## config.mk

```make
export PLATFORM = sky130hd
export DESIGN_NAME = wb_stage_flat
export DESIGN_NICKNAME = d
export VERILOG_FILES = /design/src/rtl/wb_stage_pkg.sv /design/src/rtl/wb_stage_if.sv /design/src/rtl/wb_stage_ppp_merge.sv /design/src/rtl/wb_stage.sv /design/src/flat_wrapper.sv
export SDC_FILE = /design/constraint.sdc
export NUM_CORES = 1
export LEC_CHECK = 0
export BUFFER_PORTS_ARGS = -buffer_cell sky130_fd_sc_hd__buf_2
export CORE_AREA = 2 2 186 188
export DETAILED_ROUTE_END_ITERATION = 8
export DIE_AREA = 0 0 188 190
export GPL_TIMING_DRIVEN = 0
export PLACE_DENSITY = 0.51
export SYNTH_ARGS = -nofsm -noshare
export SYNTH_HDL_FRONTEND = slang
export SYNTH_SLANG_ARGS = --single-unit
```

## constraint.sdc

```tcl
create_clock -name clk -period 1.47 [get_ports clk]
set_input_delay 0.147 -clock clk [delete_from_list [all_inputs] [get_ports clk]]
set_output_delay 0.147 -clock clk [all_outputs]
set_load 0.01 [all_outputs]
```

## src/rtl/wb_stage_pkg.sv

```systemverilog
// Shared definitions for the write-back stage and the register file:
// widths, ppp participation encodings, the WB pipeline payload and the
// ppp-to-bit-mask helper. Bit 0 of the ISA is the MSB, so ISA bits 0:31
// map to [63:32] of a [63:0] vector.
package wb_stage_pkg;

    localparam int unsigned DATA_W = 64;
    localparam int unsigned ADDR_W = 5;
    localparam int unsigned PPP_W  = 3;

    typedef enum logic [PPP_W-1:0] {
        PPP_ALL  = 3'b000,
        PPP_UH   = 3'b001,
        PPP_LH   = 3'b010,
        PPP_EVEN = 3'b011,
        PPP_ODD  = 3'b100
    } ppp_e;

    // Contents of the MEM/WB pipeline register
    typedef struct packed {
        logic              valid;
        logic              wen;
        logic [ADDR_W-1:0] rd;
        logic [PPP_W-1:0]  ppp;
        logic              ld;
        logic [DATA_W-1:0] alu;
    } wb_reg_t;

    // Bits that take new data for a given ppp; reserved codes write all bits
    function automatic logic [DATA_W-1:0] ppp_mask(input logic [PPP_W-1:0] p);
        logic [DATA_W-1:0] m;
        case (p)
            PPP_UH:   m = 64'hFFFF_FFFF_0000_0000;
            PPP_LH:   m = 64'h0000_0000_FFFF_FFFF;
            PPP_EVEN: m = 64'hFF00_FF00_FF00_FF00;
            PPP_ODD:  m = 64'h00FF_00FF_00FF_00FF;
            default:  m = 64'hFFFF_FFFF_FFFF_FFFF;
        endcase
        return m;
    endfunction

endpackage

```

## src/rtl/wb_stage_if.sv

```systemverilog
// MEM-side inputs, register-file write port and ID operand bypass of the
// write-back stage. The stage itself uses the slave modport.
interface wb_stage_if;
    import wb_stage_pkg::*;

    logic              mem_valid;
    logic              mem_wr_en;
    logic [ADDR_W-1:0] mem_rd;
    logic [PPP_W-1:0]  mem_ppp;
    logic              mem_is_load;
    logic [DATA_W-1:0] mem_alu_res;
    logic [DATA_W-1:0] dmem_rdata;
    logic              stall;

    logic [ADDR_W-1:0] Wreg;
    logic [DATA_W-1:0] Wdata;
    logic              Wreg_en;
    logic [PPP_W-1:0]  ppp;

    logic [ADDR_W-1:0] id_rs1;
    logic [ADDR_W-1:0] id_rs2;
    logic [DATA_W-1:0] rf_rs1_data;
    logic [DATA_W-1:0] rf_rs2_data;
    logic [DATA_W-1:0] id_rs1_data;
    logic [DATA_W-1:0] id_rs2_data;

    modport slave (
        input  mem_valid, mem_wr_en, mem_rd, mem_ppp, mem_is_load, mem_alu_res,
        input  dmem_rdata, stall, id_rs1, id_rs2, rf_rs1_data, rf_rs2_data,
        output Wreg, Wdata, Wreg_en, ppp, id_rs1_data, id_rs2_data
    );

    modport master (
        output mem_valid, mem_wr_en, mem_rd, mem_ppp, mem_is_load, mem_alu_res,
        output dmem_rdata, stall, id_rs1, id_rs2, rf_rs1_data, rf_rs2_data,
        input  Wreg, Wdata, Wreg_en, ppp, id_rs1_data, id_rs2_data
    );

endinterface

```

## src/rtl/wb_stage_ppp_merge.sv

```systemverilog
// Merges new write data into an old register value under a ppp mask.
// Only built when WB_BYPASS_EN is defined; otherwise the stage has no merge.
`ifdef WB_BYPASS_EN
module wb_stage_ppp_merge
    import wb_stage_pkg::*;
(
    input  logic [DATA_W-1:0] new_data,
    input  logic [DATA_W-1:0] old_data,
    input  logic [PPP_W-1:0]  ppp,
    output logic [DATA_W-1:0] merged_c
);

    logic [DATA_W-1:0] mask;

    // Participating bits from new data, the rest from old data
    always_comb begin
        mask     = ppp_mask(ppp);
        merged_c = (new_data & mask) | (old_data & ~mask);
    end

endmodule
`endif

```

## src/rtl/wb_stage.sv

```systemverilog
// Write-back stage: MEM/WB register, load/ALU write-data select with a
// hold register for late load data, register-file write port and ID operand
// bypass. Macro WB_BYPASS_EN builds the ppp-merged bypass; without it the
// operands pass straight from the register file (R0 still reads 0).
module wb_stage
    import wb_stage_pkg::*;
(
    input logic        clk,
    input logic        rst_n,
    wb_stage_if.slave  bus
);

    wb_reg_t           wb_q;
    logic              wb_first;
    logic [DATA_W-1:0] ld_hold;
    logic [DATA_W-1:0] wdata_c;
    logic              wen_c;

    // WB register capture; on stall hold fields and latch one-cycle load data
    always_ff @(posedge clk or negedge rst_n) begin
        if (!rst_n) begin
            wb_q     <= '0;
            wb_first <= 1'b0;
            ld_hold  <= '0;
        end else if (!bus.stall) begin
            wb_q.valid <= bus.mem_valid;
            wb_q.wen   <= bus.mem_wr_en;
            wb_q.rd    <= bus.mem_rd;
            wb_q.ppp   <= bus.mem_ppp;
            wb_q.ld    <= bus.mem_is_load;
            wb_q.alu   <= bus.mem_alu_res;
            wb_first   <= 1'b1;
        end else begin
            wb_first <= 1'b0;
            if (wb_first) begin
                ld_hold <= bus.dmem_rdata;
            end
        end
    end

    // Write data and enable; R0 is never written
    always_comb begin
        wdata_c = wb_q.alu;
        if (wb_q.ld) begin
            wdata_c = wb_first ? bus.dmem_rdata : ld_hold;
        end
        wen_c = wb_q.valid & wb_q.wen & (wb_q.rd != '0);
    end

    assign bus.Wreg    = wb_q.rd;
    assign bus.Wdata   = wdata_c;
    assign bus.Wreg_en = wen_c;
    assign bus.ppp     = wb_q.ppp;

`ifdef WB_BYPASS_EN
    logic [DATA_W-1:0] merged1_c;
    logic [DATA_W-1:0] merged2_c;

    wb_stage_ppp_merge u_merge1 (
        .new_data (wdata_c),
        .old_data (bus.rf_rs1_data),
        .ppp      (wb_q.ppp),
        .merged_c (merged1_c)
    );

    wb_stage_ppp_merge u_merge2 (
        .new_data (wdata_c),
        .old_data (bus.rf_rs2_data),
        .ppp      (wb_q.ppp),
        .merged_c (merged2_c)
    );

    // Operand select: R0, in-flight WB write, or register file
    always_comb begin
        bus.id_rs1_data = bus.rf_rs1_data;
        bus.id_rs2_data = bus.rf_rs2_data;
        if (bus.id_rs1 == '0) begin
            bus.id_rs1_data = '0;
        end else if (wen_c && (bus.id_rs1 == wb_q.rd)) begin
            bus.id_rs1_data = merged1_c;
        end
        if (bus.id_rs2 == '0) begin
            bus.id_rs2_data = '0;
        end else if (wen_c && (bus.id_rs2 == wb_q.rd)) begin
            bus.id_rs2_data = merged2_c;
        end
    end
`else
    // Operand select without bypass: the hazard unit covers RAW with WB
    always_comb begin
        bus.id_rs1_data = (bus.id_rs1 == '0) ? '0 : bus.rf_rs1_data;
        bus.id_rs2_data = (bus.id_rs2 == '0) ? '0 : bus.rf_rs2_data;
    end
`endif

endmodule

```

## src/flat_wrapper.sv

```systemverilog
// flat-port wrapper written by rule: the top's interface ports become plain ports
module wb_stage_flat import wb_stage_pkg::*;
  (clk, rst_n, bus_mem_valid, bus_mem_wr_en, bus_mem_rd, bus_mem_ppp, bus_mem_is_load, bus_mem_alu_res, bus_dmem_rdata, bus_stall, bus_id_rs1, bus_id_rs2, bus_rf_rs1_data, bus_rf_rs2_data, bus_Wreg, bus_Wdata, bus_Wreg_en, bus_ppp, bus_id_rs1_data, bus_id_rs2_data);
  wb_stage_if bus_i ();
  input logic clk;
  input logic rst_n;
  input wire logic [$bits(bus_i.mem_valid)-1:0] bus_mem_valid;
  input wire logic [$bits(bus_i.mem_wr_en)-1:0] bus_mem_wr_en;
  input wire logic [$bits(bus_i.mem_rd)-1:0] bus_mem_rd;
  input wire logic [$bits(bus_i.mem_ppp)-1:0] bus_mem_ppp;
  input wire logic [$bits(bus_i.mem_is_load)-1:0] bus_mem_is_load;
  input wire logic [$bits(bus_i.mem_alu_res)-1:0] bus_mem_alu_res;
  input wire logic [$bits(bus_i.dmem_rdata)-1:0] bus_dmem_rdata;
  input wire logic [$bits(bus_i.stall)-1:0] bus_stall;
  input wire logic [$bits(bus_i.id_rs1)-1:0] bus_id_rs1;
  input wire logic [$bits(bus_i.id_rs2)-1:0] bus_id_rs2;
  input wire logic [$bits(bus_i.rf_rs1_data)-1:0] bus_rf_rs1_data;
  input wire logic [$bits(bus_i.rf_rs2_data)-1:0] bus_rf_rs2_data;
  output wire logic [$bits(bus_i.Wreg)-1:0] bus_Wreg;
  output wire logic [$bits(bus_i.Wdata)-1:0] bus_Wdata;
  output wire logic [$bits(bus_i.Wreg_en)-1:0] bus_Wreg_en;
  output wire logic [$bits(bus_i.ppp)-1:0] bus_ppp;
  output wire logic [$bits(bus_i.id_rs1_data)-1:0] bus_id_rs1_data;
  output wire logic [$bits(bus_i.id_rs2_data)-1:0] bus_id_rs2_data;
  assign bus_i.mem_valid = bus_mem_valid;
  assign bus_i.mem_wr_en = bus_mem_wr_en;
  assign bus_i.mem_rd = bus_mem_rd;
  assign bus_i.mem_ppp = bus_mem_ppp;
  assign bus_i.mem_is_load = bus_mem_is_load;
  assign bus_i.mem_alu_res = bus_mem_alu_res;
  assign bus_i.dmem_rdata = bus_dmem_rdata;
  assign bus_i.stall = bus_stall;
  assign bus_i.id_rs1 = bus_id_rs1;
  assign bus_i.id_rs2 = bus_id_rs2;
  assign bus_i.rf_rs1_data = bus_rf_rs1_data;
  assign bus_i.rf_rs2_data = bus_rf_rs2_data;
  assign bus_Wreg = bus_i.Wreg;
  assign bus_Wdata = bus_i.Wdata;
  assign bus_Wreg_en = bus_i.Wreg_en;
  assign bus_ppp = bus_i.ppp;
  assign bus_id_rs1_data = bus_i.id_rs1_data;
  assign bus_id_rs2_data = bus_i.id_rs2_data;
  wb_stage u_core (.clk(clk), .rst_n(rst_n), .bus(bus_i));
endmodule
```

* Word-level counts from Yosys, hierarchy flattened
Index checks and enable logic that the tools add are counted.
** Operators by class
- Add/sub/neg operators :: 0
- Multipliers :: 0
- Divide/modulo/power cells :: 0
- Magnitude comparators :: 0
- Eq/ne operators :: 0
- Shift operators :: 0
- Muxes and demuxes :: 5
- Bitwise operators :: 2
- Reduce and logical (&&, ||, !) cells :: 3
** Operators by type and width (number)
- 2-to-1 mux 64 bit :: 4
- zero test 5 bit :: 2
- nonzero test 5 bit :: 1
- bitwise AND 1 bit :: 2
- 2-to-1 mux 1 bit :: 1
** Word-level totals
- Register bits :: 140
- Bits in latches :: 0
- Memory bits (writable) :: 0
- Bits in read-only memories :: 0
- Input port bits :: 280
- Output and inout port bits :: 201
- Logic and storage cells :: 18
- Memories :: 0

* Longest topological paths before layout
Gate-level depths: netlist of run 1.
- Word-level depth :: 2
- Mapped depth :: 4
- Gate-level depth less buffers :: 2

* Least setup slack after synthesis of run 1
No wires, ideal clock.
- Path type :: flip-flop to output port
- Start point :: register u_core.wb_first
- End point :: output port bus_Wdata[10]
- Data arrival time :: 1076 ps
- Data required time :: 1323 ps
- Path slack :: 247 ps
- Cell stages (with the launch flop) :: 5
- Path buffers :: 2
- Cell sequence :: dfrtp_1 buf_4 buf_6 mux2i_1 a21oi_1
** On the way
- Longest elaborated chain between the ends :: 2
** Ends and longest elaborated chain
- from (decl) :: line wb_stage.sv:14 : logic wb_first;
- from (signal assigned) :: line wb_stage.sv:23 : wb_first <= 1'b0;
- from (signal assigned) :: line wb_stage.sv:32 : wb_first <= 1'b1;
- from (signal assigned) :: line wb_stage.sv:34 : wb_first <= 1'b0;
- 2-to-1 mux 64 bit :: line wb_stage.sv:45 : wdata_c = wb_first ? bus.dmem_rdata : ld_hold;
- 2-to-1 mux 64 bit :: line wb_stage.sv:44 : if (wb_q.ld) begin
- to (decl) :: line flat_wrapper.sv:20 : output wire logic [$bits(bus_i.Wdata)-1:0] bus_Wdata;
No other way between the ends.

* Worst setup path in the final report of run 1
- Start point :: register u_core.wb_first
- End point :: output port bus_Wdata[54]
Same word-level chain as after synthesis.

==> metrics, run 1 <==
status complete, but fails checks; failing checks setup timing; Worst Path Max Fanout 10; final WL 31.06 mm; worst vdd ir roughly 0.0008 V; reg2reg path depth 4; Critical R2R Capture u_core.ld_hold[31]; Worst Hold Margin 0.2673 ns; commonest non-fill, non-tap cell in the layout buf_2; most frequent cells in the layout buf_2, dlygate4sd3_1, dfrtp_1; worst flop-to-flop path startpoint u_core.wb_first; Slew HR 0.5490; RSZ-0062 raised after global routing true; htree depth 4; setup TNS -17.63 ns; Initial DRT Pass Iterations 4; Routability Congestion 0.9129; Worst Setup End Kind output port; Unique masters post-synth 20; root buffer cell clkbuf_16; Residual DRC 0; number of port buffers approximately 480; vias in the first global route 8018; first-pass GRT wire length 46.22 mm; Post-DRT Antenna Nets 0; CP Launch Point u_core.wb_first; Area Overhead vs Synth 69.54%; DR vias 7677; sequential fraction of the synthesis area 0.4542; average cell area after synthesis between 10 and 15 µm²; max_cap viols 0; Leak 6.287 nW; Synth Register Bits 140; wire per inst 17.31 µm; clk sink count 140; latest clock arrival within the worst-skew pair 0.43 ns; CP endpoint bus_Wdata[54]; crit share post-route 1.221; chip height roughly 190 µm; fmax 557.3 MHz; chip width 188 µm; syn nets 955; endpoints failing setup 65; Setup crit start kind register; Slew Limit Fails 0; Clock Skews 0.005970 ns; Data arrival, critical path 1.65 ns; final core occ 0.3852; measured slew at the worst slew-check pin between 0.6 and 0.7 ns; Worst Path Class, Setup register to output port; vias per inst 4.279; GRT overflow 0; pre-CTS WS -0.3870 ns; die area between 30000 and 40000 µm²; CORE AREA 33950 µm²; Post-Layout Cell Count 1794; post-route setup slack -0.3243 ns; Synth Cell Area a little under 8000 µm²; CTS tree built; Power Density 935.0 nW/µm²; DP Area between 10000 and 15000 µm²; Total Power 12.23 mW; I/O pins 481; layout cells sized above 1 0.5491; Clock Pin Slew Worst Setup and Hold Paths 0.06 ns; overall routing resource usage 0.1686; Total Nets Final about 1600; r2r setup slk 0.10 ns; min-delay worst type input port to register; Final Hold Fails 0; pin count of the biggest net entering global routing 73; Inserted Clock Buffers 17; fin area roughly 13000 µm²; Cells after Synth 675; Final min period 1.794 ns; number of core rows ~70; initial DRC count 188; initial antenna violation count 7; WP data required 1.32 ns; Max Root-Sink Buffers 2; initial core utilization 0.2272; yosys warns 0; placed instance count around 1600; hpwl dp around 24 mm
==> report_power, final <==
part / switching, mW / leakage (nW) / internal, mW
Combinational: 1.54 / 4.36 / 1.76
Clock: 1.61 / 0.289 / 2.76
Sequential: 0.236 / 1.64 / 4.33
==> registers in the layout, indices dropped and copies added, names as in the netlist <==
signal / cells
u_core.wb_q: 67
u_core.ld_hold: 64
u_core.bus.Wreg: 5
u_core.bus.ppp: 3
u_core.wb_first: 1
==> critical path: stages (launching register included) <==
cell,delay (ns)
dfrtp_1,0.40
buf_12,0.17
buf_12,0.16
mux2i_1,0.13
a21oi_1,0.19
buf_2,0.17
==> what timing repair did <==
| item | 4_1_cts | 5_1_grt |
|---|---|---|
| endpoints found under the setup margin | 188 | 147 |
| hold endpoints to repair | 207 | 0 |
| pin swaps | 5 | 5 |
| hold buffers | 140 | 0 |
| resized for setup | 52 | 54 |
| buffers inserted | 7 | 2 |
==> cells in the mapped netlist, drive strengths merged <==
master	number	area (µm²)
dfrtp	140	3503
mux2	139	1565
a21boi	128	960.9
a21oi	64	320.3
mux2i	64	640.6
nor2	64	240.2
buf	34	260.3
clkbuf	34	141.4
clkinv	2	7.510
nor4	2	42.54
inv	1	3.750
nand2	1	11.26
o311a	1	10.01
or3	1	6.260
==> logic make-up after synthesis <==
kind of cell    after synthesis  share of synthesized area
compound gates              193                     0.1674
buf+inv                      71                    0.05353
flops                       140                     0.4542
mux                         203                     0.2860
simple gates                 68                    0.03893
==> area by class of cell <==
cell class                      instances  area [µm²]
Timing Repair Buffer                  629        3921
Antenna cell                            4       10.01
Buffer                                 68       549.3
Fill cell                            3400       20870
Clock buffer                           26       519.2
Sequential cell                       140        3503
Inverter                                3       16.27
Tap cell                              455       569.3
Clock inverter                          5       80.08
Multi-Input combinational cell        464        3909
==> per-layer routing <==
layer | GRT usage | wire length (µm)
met2 | 0.3041 | 16270
met3 | 0.04261 | 1795
met4 | 0.05360 | 470
met1 | 0.1950 | 12520
met5 | 0 | 13
==> worst min path at each step <==
stage | from | to | cells after the start
after floorplan | rst_n | u_core.bus.Wreg[0] | 0
after global routing | bus_stall | u_core.ld_hold[53] | 3
final | bus_stall | u_core.ld_hold[56] | 3
after detailed placement | rst_n | u_core.wb_q[43] | 1
after global placement | bus_dmem_rdata[1] | u_core.ld_hold[1] | 2
after CTS | rst_n | u_core.wb_q[43] | 2
No activity file was read; power rests on OpenSTA's default activity.
==> run 2, diff against run 1 <==
Settings changed: ABC_AREA from default to 1, CORE_AREA 2 2 186 188 to 2 2 184 186, DIE_AREA 0 0 188 190 to 0 0 186 188, PLACE_DENSITY 0.51 to 0.53.
==> run 2 against run 1 <==
The run still ends with setup timing left. Sequential power is 2% lower. Cell count rose by 31%. Via count is 29% higher. Highest routed layer unchanged. Sequential share of layout area is 0.71 points lower. Clock power rose by 5.0%. Power rose by 2.1%. Synthesized area increased by 4.1%. Maximum frequency down 5.1%. Cell area rose by 2.8%. Register-to-register slack about the same. Critical path depth up 3. Synthesized cell count up 91%.
==> metrics, run 2 <==
status complete, but fails checks; fmax 529.0 MHz (-5.1%); failing checks setup timing; RSZ-0062 raised after global routing true; largest family of logic cells by synthesized area simple AND/OR/NAND/NOR gates; final WL 37.06 mm (+19%); wire per inst 15.77 µm (-8.9%); sequential fraction of the synthesis area 0.4363 (-0.01784); Biggest register u_core.wb_q; post-synthesis simple-gate area fraction 0.3782 (+0.3393); final core occ 0.4059 (+0.02063); slowest cell on the critical path dfrtp_2; DR vias 9890 (+29%); Worst Setup End Kind output port; vias in the first global route 10040 (+25%); chip width 186 µm (-1.1%); max reg flops 67 (unchanged); overall routing resource usage 0.2078 (+0.03927); number of port buffers 480 (+0.21%); Worst Path Max Fanout 10 (unchanged); Unique masters post-synth 14 (-30%); Residual DRC 0 (unchanged); most common cell in the netlist nand2_1; worst-path cell chain buf_12, buf_12, buf_12, nand2_1, o21ai_2, nand2_1, nand2_1, buf_2; cell taking the most area after synthesis dfrtp_1; Routability Congestion 0.8675 (-5.0%); yosys warns 0 (unchanged); measured slew at the worst slew-check pin 0.8746 ns (+0.1980 ns); initial DRC count 404 (+110%); die area 34970 µm² (-2.1%); Multi-input gate area 3879 µm² (-0.77%); Slew HR 0.4169 (-0.1320); max_cap viols 0 (unchanged); worst vdd ir 0.0007606 V (-5.1%); first-pass GRT wire length 55.61 mm (+20%); placed instance count 2220 (+38%); CP max stage delay 0.46 ns (+0.06 ns); chip height 188 µm (-1.1%); average cell area after synthesis 6.219 µm² (-46%); Area contributors post-synth dfrtp_1, nand2_1, inv_1; clk sink count 140 (unchanged); Final Hold Fails 0 (unchanged); htree depth 4 (unchanged); Synth Register Bits 140 (unchanged); Area Overhead vs Synth 67.38%; root buffer cell clkbuf_16; hpwl dp 29.15 mm (+20%); post-synthesis compound-gate area fraction 0.04114 (-0.1263); crit share post-route 1.286 (+0.06548); Data arrival, critical path 1.74 ns (+0.09 ns); XOR/XNOR share of the synthesized area 0 (unchanged); Setup crit start kind register; fillers 3552 (+4.5%); Clock Skews 0.008201 ns (+0.002231 ns); Commonest cells post-synth nand2_1, inv_1, dfrtp_1, buf_2, o21ai_0; Inserted Clock Buffers 17 (unchanged); commonest non-fill, non-tap cell in the layout nand2_1; Synth Cell Area 8029 µm² (+4.1%); Seq. cell area 3505 µm² (about the same); vias per inst 4.210 (-1.6%); endpoints failing setup 64 (-1.5%); Slew Limit Fails 0 (unchanged); EDFF count, synth 0 (unchanged); CTS tree built; WP data required 1.32 ns (about the same); syn nets 1571 (+65%); Cells after Synth 1291 (+91%); latest clock arrival within the worst-skew pair 0.43 ns (about the same); most frequent cells in the layout nand2_1, buf_2, inv_1; initial antenna violation count 5 (-2); GRT overflow 0 (unchanged); asr flop ratio synth 1.000 (unchanged); Main synth FF type dfrtp_1; I/O pins 481 (unchanged); Worst Path Class, Setup register to output port; layout cells sized above 1 0.3683 (-0.1808); pin count of the biggest net entering global routing 89 (+22%); Clock Pin Slew Worst Setup and Hold Paths 0.06 ns (about the same); Post-Layout Cell Count 2349 (+31%); mux share of post-synthesis cell area 0 (-0.2860); post-route setup slack -0.4205 ns (-0.09626 ns); min-delay worst type input port to register; initial core utilization 0.2425 (+0.01525); setup TNS -21.20 ns (-3.563 ns); Power Density 928.6 nW/µm² (-0.69%); pre-CTS WS -0.3507 ns (+0.03631 ns); Leak 8.367 nW (+33%); Post-Synth Adder-Cell Area 0 (unchanged); CORE AREA 33110 µm² (-2.5%); Yosys top cell area share 0.4363 (-0.01784); Initial DRT Pass Iterations 5 (+1); Final min period 1.891 ns (+0.09626 ns); Post-DRT Antenna Nets 0 (unchanged); Max Root-Sink Buffers 2 (unchanged); Total Nets Final 2166 (+35%); Worst Hold Margin 0.03587 ns (-0.2314 ns); number of core rows 67 (-1.5%)
[run 2: changes by cell type after synthesis, sizes merged, moves of 2 or more]
| cell | delta |
|---|---|
| a21oi | -64 |
| o21ai | +66 |
| a21boi | -128 |
| mux2 | -139 |
| nor2 | -58 |
| mux2i | -64 |
| nand2 | +798 |
| inv | +198 |
| buf | +29 |
| nor4 | -2 |
| clkbuf | -19 |
| clkinv | -2 |
| nand3 | +3 |
[run 2: logic make-up after synthesis]
kind of cell	Yosys count
compound gates	66
buf+inv	277
flops	140
simple gates	808
[run 2: path summary, 6_finish.rpt]
path                                            to  slack [ns]  cells past startpoint               start
worst max-delay path                 bus_Wdata[44]       -0.42                      8     u_core.wb_first
worst max register to register  u_core.ld_hold[21]        0.11                      8     u_core.wb_first
worst min-delay path            u_core.ld_hold[61]        0.04                      5  bus_dmem_rdata[61]
max in group asynchronous       u_core.ld_hold[31]        0.35                      3               rst_n
worst min register to register     u_core.wb_q[60]        0.47                      2     u_core.wb_q[60]
min in group asynchronous       u_core.ld_hold[41]        0.36                      2               rst_n
[run 2: what timing repair did]
item,CTS,global route
endpoints found under the hold margin,162,0
hold buffers,76,0
cloned,3,3
resized for setup,135,106
pin swaps,28,17
buffers inserted,10,4
endpoints found under the setup margin,69,116
[run 2: final cells by class]
cell class	count	share of cell area
antenna	3	0.0005586
buffer	78	0.04515
clock buffer	19	0.03296
clock inverter	12	0.01275
inverter	199	0.05558
multi-input combinational	874	0.2886
sequential	140	0.2608
tap	448	0.04171
timing repair buffer	576	0.2619
[run 2: routing by layer]
layer | vias up | share of wire | GRT usage
met5 | - | 0.00081 | 0
met4 | 4 | 0.025 | 0.07359
met3 | 52 | 0.062 | 0.04719
met2 | 333 | 0.50 | 0.3615
met1 | 4602 | 0.41 | 0.2494
li1 | 4899 | - | -
[run 2: critical path, delay by kind of cell (launching register included)]
kind            cells  cell delay (ns)
compound gates      1             0.06
flops               1             0.46
simple gates        3             0.21
buf+inv             4             0.59
[run 2: power by group]
part	internal [mW]	switching (mW)	total [mW]
Clock	2.86	1.72	4.58
Combinational	1.51	1.93	3.44
Sequential	4.25	0.210	4.46
[run 2: per-stage QoR]
step           power (mW)  area [µm²]
5_1_grt             13.19       13440
6_report            12.48       13440
2_1_floorplan       5.903        8029
4_1_cts             12.42       12980
3_3_place_gp        7.291       10990
3_5_place_dp        7.336       11030
==> run 3, diff against run 2 <==
Settings changed: HOLD_SLACK_MARGIN from default to 0.1.
==> run 3 against run 2 <==
The run still ends with setup timing left. Clock-buffer cell count unchanged. Cell area is 3.6% higher. Register-to-register slack about the same. Cell count grew 2.2%. Largest cell class unchanged. Highest routed layer unchanged.
==> metrics, run 3 (synthesized netlist as in run 2, its figures left out) <==
GRT overflow 0 (unchanged); Total Nets Final 2217 (+2.4%); number of port buffers 480 (unchanged); failing checks setup timing; Worst Path Class, Setup register to output port; DR vias 10020 (+1.3%); fin area 13920 µm² (+3.6%); CP max stage delay 0.46 ns (about the same); Clock Pin Slew Worst Setup and Hold Paths 0.07 ns (about the same); final core occ 0.4204 (+0.01451); Slew HR 0.4156 (-0.001343); Final min period 1.890 ns (-0.0008730 ns); Power Density 902.8 nW/µm² (-2.8%); number of core rows 67 (unchanged); Worst Setup End Kind output port; wire per inst 15.67 µm (-0.69%); Data arrival, critical path 1.74 ns (about the same); Worst Hold Margin 0.09101 ns (+0.05514 ns); RSZ-0062 raised after global routing true; Top delay family on crit path buffers and inverters; chip height 188 µm (unchanged); Biggest register u_core.wb_q; fillers 3518 (-0.96%); setup TNS -21.48 ns (-0.2821 ns); Area Overhead vs Synth 73.37%; root buffer cell clkbuf_16; DP Area 11030 µm² (unchanged); Max Root-Sink Buffers 2 (unchanged); Worst Path Max Fanout 10 (unchanged); Leak 8.567 nW (+2.4%); measured slew at the worst slew-check pin 0.8766 ns (+0.002013 ns); CORE AREA 33110 µm² (unchanged); r2r setup slk 0.11 ns (about the same); worst path buffer plus inverter count 4 (unchanged); status complete, but fails checks; clk sink count 140 (unchanged); Inserted Clock Buffers 17 (unchanged); fmax 529.2 MHz (about the same); min-delay worst type input port to register; overall routing resource usage 0.2124 (+0.004597); met3 GRT Util 0.04952 (+0.002331); pre-CTS WS -0.3507 ns (unchanged); max reg flops 67 (unchanged); pin count of the biggest net entering global routing 89 (unchanged); latest clock arrival within the worst-skew pair 0.43 ns (about the same); worst vdd ir 0.0007694 V (+1.2%); first-pass GRT wire length 56.93 mm (+2.4%); crit share post-route 1.285 (about the same); most frequent cells in the layout nand2_1, buf_2, inv_1; Setup crit start kind register; die area 34970 µm² (unchanged); initial antenna violation count 4 (-1); Clock Skews 0.007206 ns (-0.0009940 ns); chip width 186 µm (unchanged); post-route setup slack -0.4196 ns (+0.0008730 ns); worst-path cell chain buf_12, buf_12, buf_12, nand2_2, o21ai_4, nand2_1, nand2_1, buf_2; layout cells sized above 1 0.3535 (-0.01477); Post-DRT Antenna Nets 0 (unchanged); htree depth 4 (unchanged); slowest cell on the critical path dfrtp_2; GR peak layer met2; CTS tree built; initial DRC count 391 (-3.2%); final WL 37.60 mm (+1.5%); Final Hold Fails 0 (unchanged); I/O pins 481 (unchanged); Residual DRC 0 (unchanged); critical path's most frequent cell buf_12; vias per inst 4.175 (-0.83%); met2 GRT Util 0.3727 (+0.01130); Initial DRT Pass Iterations 5 (unchanged); max_cap viols 0 (unchanged); endpoints failing setup 64 (unchanged); Slew Limit Fails 0 (unchanged); WP data required 1.32 ns (about the same); grt met1 use 0.2504 (+0.0009734); commonest non-fill, non-tap cell in the layout nand2_1; initial core utilization 0.2425 (unchanged); vias in the first global route 10350 (+3.1%); hpwl dp 29.15 mm (unchanged); Routability Congestion 0.8675 (unchanged)
run 3: cell count changes in the layout (fill, tap and decap cells not counted):
cell and change:
nand2_4 +1, buf_12 -1, dlygate4sd3_1 +55, buf_4 -4
o21ai_0 +1, buf_2 -2, buf_6 +2, clkbuf_1 +1
o21ai_1 +4, o21ai_2 -2, o21ai_4 -3, nand2_2 -1
run 3: metal layers:
metal  vias up  wire length [µm]
li1       5006                 -
met1      4604             15380
met2       344             18650
met3        65              2446
met4         2              1106
met5         -                18
run 3: area by class of cell:
cell class              count  area (µm²)  share of cell area
diodes                      3       7.507           0.0005393
plain buffers              78       596.8             0.04288
clock buffers              19       442.9             0.03182
clock inverters            12       171.4             0.01231
inverters                 199       747.0             0.05366
multi-input cells         874        3842              0.2760
flip-flops and latches    140        3505              0.2518
well taps                 448       560.5             0.04027
repair buffers            627        4046              0.2907
run 3: worst min-delay path: stages:
cell,delay [ns]
buf_2,0.12
nand2_1,0.06
o21ai_1,0.07
nand2_1,0.05
nand2_1,0.04
run 3: final timing paths:
check,startpoint,to,cells after the start
max,u_core.wb_first,bus_Wdata[56],8
min,bus_dmem_rdata[16],u_core.ld_hold[16],5
max reg2reg,u_core.wb_first,u_core.ld_hold[21],8
min reg2reg,u_core.wb_q[60],u_core.wb_q[60],2
max in group asynchronous,rst_n,u_core.ld_hold[25],3
min in group asynchronous,rst_n,u_core.ld_hold[41],2
run 3: report_power, final:
part | switching, mW | leakage (nW) | total (mW) | internal (mW)
clock network | 1.72 | 0.295 | 4.58 | 2.86
logic | 1.94 | 6.55 | 3.53 | 1.59
registers | 0.210 | 1.73 | 4.46 | 4.25
total | 3.87 | 8.57 | 12.6 | 8.70
run 3: metrics by stage:
stage          power (mW)  cells
2_1_floorplan       5.903   1291
3_5_place_dp        7.336   2220
3_3_place_gp        7.291   2219
6_report            12.57   2400
5_1_grt             13.29   2400
4_1_cts             12.53   2395
run 3: timing repair:
action / in CTS / in global routing
setup buffers: 10 / 0
endpoints found under the hold margin: 217 / 0
pin swaps: 28 / 9
endpoints found under the setup margin: 69 / 116
hold buffers: 131 / 0
cloned: 3 / 3
gates resized for setup: 135 / 94
